$ cat src/rtl/prog_loader.sv
// Instruction-RAM loader: receives a length-prefixed, XOR-checksummed byte frame
// and writes its payload word-by-word into the instruction RAM while stalling the core.
module prog_loader #(
   parameter int ADDR_W    = 10,
   parameter int BASE_ADDR = 0,
   parameter int MAX_WORDS = 1024
) (
   input  logic              clockCPU,
   input  logic              reset,
   input  logic              start,
   input  logic [7:0]        byte_in,
   input  logic              byte_valid,
   output logic              byte_ready,
   output logic [ADDR_W-1:0] mem_addr,
   output logic [31:0]       mem_data,
   output logic              mem_wren,
   output logic              cpu_hold,
   output logic              busy,
   output logic              done,
   output logic              error,
   output logic [15:0]       words_written,
   output logic [2:0]        dbg_state
);

   typedef enum logic [2:0] {
      IDLE, LEN_LO, LEN_HI, DATA, WRITE, CHECK, DONE, ERR
   } state_t;

   localparam logic [ADDR_W-1:0] BASE    = ADDR_W'(BASE_ADDR);
   localparam logic [16:0]       MAX_LEN = 17'(MAX_WORDS);

   state_t      state, state_next;
   logic        ready_next;
   logic        accept;
   logic        last_word;
   logic [15:0] len;
   logic [15:0] len_full;
   logic [7:0]  chk;
   logic [1:0]  byte_cnt;
   logic [23:0] word_lo;

   // Handshake: a byte moves on a rising edge where byte_valid && byte_ready;
   // byte_ready is a flop, so a held byte_valid is never consumed while it is low.
   assign accept    = byte_valid && byte_ready;
   assign len_full  = {byte_in, len[7:0]};
   assign last_word = ({1'b0, words_written} + 17'd1) >= {1'b0, len};
   assign dbg_state = state;

   always_ff @(posedge clockCPU or posedge reset) begin
      if (reset) state <= IDLE;
      else       state <= state_next;
   end

   always_comb begin
      state_next = state;
      case (state)
         IDLE, DONE, ERR: if (start) state_next = LEN_LO;
         LEN_LO: if (accept) state_next = LEN_HI;
         LEN_HI: begin
            if (accept) begin
               if ({1'b0, len_full} > MAX_LEN) state_next = ERR;
               else if (len_full == 16'd0)     state_next = CHECK;
               else                            state_next = DATA;
            end
         end
         DATA:    if (accept && byte_cnt == 2'd3) state_next = WRITE;
         WRITE:   state_next = last_word ? CHECK : DATA;
         CHECK:   if (accept) state_next = ((chk ^ byte_in) == 8'h00) ? DONE : ERR;
         default: state_next = IDLE;
      endcase
      ready_next = state_next inside {LEN_LO, LEN_HI, DATA, CHECK};
   end

   always_ff @(posedge clockCPU or posedge reset) begin
      if (reset) begin
         byte_ready    <= 1'b0;
         mem_addr      <= '0;
         mem_data      <= '0;
         mem_wren      <= 1'b0;
         cpu_hold      <= 1'b0;
         busy          <= 1'b0;
         done          <= 1'b0;
         error         <= 1'b0;
         words_written <= '0;
         len           <= '0;
         chk           <= '0;
         byte_cnt      <= '0;
         word_lo       <= '0;
      end else begin
         byte_ready <= ready_next;
         mem_wren   <= (state_next == WRITE);
         if (accept) chk <= chk ^ byte_in;

         case (state)
            IDLE, DONE, ERR: begin
               if (start) begin
                  chk           <= '0;
                  byte_cnt      <= '0;
                  words_written <= '0;
                  done          <= 1'b0;
                  error         <= 1'b0;
                  busy          <= 1'b1;
                  cpu_hold      <= 1'b1;
               end
            end
            LEN_LO: if (accept) len[7:0]  <= byte_in;
            LEN_HI: if (accept) len[15:8] <= byte_in;
            DATA: begin
               if (accept) begin
                  byte_cnt <= byte_cnt + 2'd1;
                  case (byte_cnt)
                     2'd0: word_lo[7:0]   <= byte_in;
                     2'd1: word_lo[15:8]  <= byte_in;
                     2'd2: word_lo[23:16] <= byte_in;
                     default: begin
                        // Address/data land together with wren so they are stable all of WRITE.
                        mem_data <= {byte_in, word_lo};
                        mem_addr <= BASE + ADDR_W'(words_written);
                     end
                  endcase
               end
            end
            WRITE:   words_written <= words_written + 16'd1;
            default: ;
         endcase

         if (state_next == DONE && state != DONE) begin
            done     <= 1'b1;
            busy     <= 1'b0;
            cpu_hold <= 1'b0;
         end
         // Hold stays asserted on error so the core never runs a corrupt image.
         if (state_next == ERR && state != ERR) begin
            error <= 1'b1;
            busy  <= 1'b0;
         end
      end
   end

endmodule

$ cat config.mk
export PLATFORM = sky130hd
export DESIGN_NAME = prog_loader
export DESIGN_NICKNAME = d
export VERILOG_FILES = /design/src/rtl/prog_loader.sv
export SDC_FILE = /design/constraint.sdc
export NUM_CORES = 1
export LEC_CHECK = 0
export CAP_MARGIN = 5
export CELL_PAD_IN_SITES_DETAIL_PLACEMENT = 1
export CELL_PAD_IN_SITES_GLOBAL_PLACEMENT = 1
export CORE_MARGIN = 3
export CORE_UTILIZATION = 45
export CTS_BUF_LIST = sky130_fd_sc_hd__clkbuf_2 sky130_fd_sc_hd__clkbuf_4 sky130_fd_sc_hd__clkbuf_8
export DETAILED_ROUTE_END_ITERATION = 8
export PLACE_DENSITY = 0.83
export SYNTH_ARGS = -nofsm -noshare
export SYNTH_HDL_FRONTEND = slang
export SYNTH_SLANG_ARGS = --single-unit
$ cat constraint.sdc
create_clock -name clockCPU -period 4.8 [get_ports clockCPU]
set_input_delay 0.48 -clock clockCPU [delete_from_list [all_inputs] [get_ports clockCPU]]
set_output_delay 0.48 -clock clockCPU [all_outputs]
set_load 0.01 [all_outputs]
==> flow_metrics.tcl <==
set metrics [dict create \
    status "completed" \
    critical_path_arrival_ps 3740 \
    firstDrtPassIters 4 \
    std_cell_rows 40 \
    start_util_pct 46.30 \
    core_area_um2 12060 \
    timing.fmax_mhz 298.1 \
    cp_max_fo 8 \
    cpPeakStageDelay_ps 570 \
    worstMarginPinSlew_ps 1068 \
    dp.final_hpwl_um 9884 \
    final_util_pct 57.30 \
    min_path_type "reg2reg" \
    wl_um 14250 \
    fin_crit_ps 3355 \
    cts.sinks 117 \
    syn_nets 534 \
    max_slew_margin_pct 28.81 \
    grt_max_degree 89 \
    startpoint "words_written[0]$_DFFE_PP0P_" \
    place_area_um2 6484 \
    drtIter0Drc 168 \
    power.density_nw_per_um2 509.0 \
    syn2layout_area_growth_pct 23.77 \
    io-pin-count 79 \
    finClkSkew_ps 8.819 \
    irDropWorstVdd_mv 0.2039 \
    grt_pass1_wl_um 23870 \
    dr_total_vias 4085 \
    clkTransAtPathRegs_ps 70 \
    fin_crit_sh_pct 69.89 \
    final_max_slew_viol_count 0 \
    grt_pass1_vias 4679 \
    hold_viol 0 \
    syn_avg_cell_area_um2 11.17 \
    crit_type "reg2reg" \
    setup_viol_count_final 0 \
    tns_ps 0 \
    dieHeight_um 117.4 \
    post_cts_buffers 0 \
    clk_latency_ps 450 \
    leakagePower_uw 0.003253 \
    final_layout_size_suffix_gt1_share_pct 19.93 \
    hold_path_depth 1 \
    wl_per_cell_um 18.88 \
    clockBufferDepth 2 \
    synth_warnings 0 \
    reg2reg_depth 9 \
    viasPerCell 5.411 \
    synth_cells 500 \
    grt.overflow.total 0 \
    cts-root-buf "clkbuf_8" \
    antenna_found_initial 0 \
    slowest_stage "nor3_1" \
    die-area_um2 13780 \
    die_w_um 117.4 \
    ys_ff_latch 117 \
    final_area_um2 6912 \
    cp.required_ps 5190 \
    antenna_left 0 \
    htree_levels 4 \
    startpoint_type "register" \
    ys_types 46 \
    synth.cell_area_um2 5584 \
    gp_congestion 0.8212 \
    port_buffers 78 \
    post_cts_resized 0 \
    hold_buffers 0 \
    drc 0 \
    crit_end "dbg_state[2]$_DFF_PP0_" \
    grtUsageTotal_pct 21.84 \
    nNetsFinal 608 \
    maxCapViolCount 0 \
    cts_tree "done" \
    setup.worst_path.end_class "register" \
    regToRegStartpoint "words_written[0]$_DFFE_PP0P_" \
    fill_cells 1290 \
    reg2reg_slack_ps 1450 \
    synth_sequential_area_ratio_pct 52.43 \
    diodes 0 \
    r2r_end "dbg_state[2]$_DFF_PP0_" \
    cp_cell_sequence "ha_1 -> nand3_1 -> nor3_1 -> xor2_1 -> ha_1 -> nand4_1 -> or4_1 -> o32ai_1 -> a211o_1" \
    rsz0062_at_grt "false" \
    cts_inserted_buffers 17 \
    crit_top_cell "ha_1" \
]
critical path: cells and delay by family (launching register included):
family | cells | cell delay (ps)
and+or+nand+nor | 4 | 1540
DFF | 1 | 480
adders and majority gates | 2 | 620
xor gates and xnor gates | 1 | 190
AOI/OAI and AO/OA | 2 | 480
sequential cells by signal, summed over array words and instances, names as in the netlist, 2 cells and up:
signal	flops
chk	8
mem_data	32
len	16
word_lo	24
dbg_state	3
mem_addr	10
words_written	16
byte_cnt	2
per-layer routing:
layer / wire length [um] / global-route usage, % / vias up
li1: - / - / 1874
met1: 6233 / 26.82 / 2104
met2: 7235 / 37.21 / 79
met3: 449 / 5.014 / 28
met4: 333 / 9.018 / 0
met5: 0 / 0 / -
synth_stat cells, drive strengths merged:
cell type,number,share of area [%]
dfrtp,117,52
mux2,75,15
nand2,57,3.8
nor2,28,1.9
inv,27,1.8
o21ai,26,2.3
ha,22,4.9
xor2,17,2.7
clkbuf,16,1.1
a21oi,14,1.3
nand3,14,1.3
xnor2,13,2.0
buf,10,1.1
nand4,7,0.78
nor4,6,0.78
a31oi,5,0.56
and3,4,0.45
nor3,4,0.36
o22ai,4,0.45
a21o,3,0.40
nand2b,3,0.34
o31ai,3,0.40
or4,3,0.47
a22oi,2,0.27
o2bb2ai,2,0.31
or3,2,0.22
a2111o,1,0.20
a211o,1,0.16
a211oi,1,0.13
a221oi,1,0.16
a22o,1,0.16
a31o,1,0.16
a32o,1,0.18
and2,1,0.11
nor2b,1,0.11
o211ai,1,0.13
o21a,1,0.13
o221a,1,0.20
o221ai,1,0.16
o32ai,1,0.16
or2,1,0.11
or4b,1,0.25
through the flow:
stage                     power [uW]  setup WS, ps  hold WS, ps  cells
after CTS                       3540          1464        506.1    755
after global placement          2456          1623        471.7    723
after floorplan                 2129          1219        449.8    500
after detailed placement        2552          1451        490.9    723
final                           3518          1445        502.6    755
after global routing            3741          1199        523.4    755
cells by family (layout without fill, tap and decap cells):
| logic type | Yosys count | in the layout | share of synthesized area [%] |
|---|---|---|---|
| AO/OA/AOI/OAI | 71 | 71 | 7.910 |
| buffers and inverters | 53 | 140 | 3.944 |
| multiplexers | 75 | 75 | 15.12 |
| adder cells (fa/ha/maj) | 22 | 22 | 4.929 |
| XOR/XNOR | 30 | 30 | 4.705 |
| AND/OR/NAND/NOR | 132 | 132 | 10.96 |
| flip-flops | 117 | 117 | 52.43 |
worst min-delay path by stage:
stage,from,endpoint,slack [ps]
after floorplan,len[10]$_DFFE_PP0P_,len[10]$_DFFE_PP0P_,450
after global placement,len[10]$_DFFE_PP0P_,len[10]$_DFFE_PP0P_,470
after detailed placement,word_lo[16]$_DFFE_PP0P_,word_lo[16]$_DFFE_PP0P_,490
after CTS,word_lo[16]$_DFFE_PP0P_,word_lo[16]$_DFFE_PP0P_,510
after global routing,word_lo[6]$_DFFE_PP0P_,word_lo[6]$_DFFE_PP0P_,520
final,word_lo[16]$_DFFE_PP0P_,mem_data[16]$_DFFE_PP0P_,500
final cells by class:
cell class / instances / area [um2] / area share, %
clock buffer: 23 / 304.0 / 4.399
timing repair buffer: 81 / 803.3 / 11.62
inverter: 27 / 103.9 / 1.503
clock inverter: 9 / 123.9 / 1.792
sequential: 117 / 2928 / 42.36
tap: 168 / 210.2 / 3.041
multi-input combinational: 330 / 2439 / 35.28
report_power, final:
group          leakage, uW  total [uW]  internal [uW]  switching (uW)
registers          0.00155        1460           1240             222
clock network     0.000226         976            577             399
logic              0.00148        1080            511             568
total              0.00325        3520           2330            1190
cells in the final DEF, fill, tap and decap left out, types with 2 or more instances in the layout:
cell type	instances
a21o_1	3
a21oi_1	14
a22oi_1	2
a31oi_1	5
and3_1	4
buf_4	3
bufinv_16	3
clkbuf_4	2
clkbuf_8	21
clkdlybuf4s50_1	78
clkinv_2	5
dfrtp_1	117
ha_1	22
inv_1	26
mux2_2	75
nand2_1	56
nand2b_1	3
nand3_1	14
nand4_1	7
nor2_1	28
nor3_1	4
nor4_1	5
o21ai_0	26
o22ai_1	4
o2bb2ai_1	2
o31ai_1	3
or3_1	2
or4_1	2
xnor2_1	13
xor2_1	17
No activity file was read; power rests on OpenSTA's default activity.
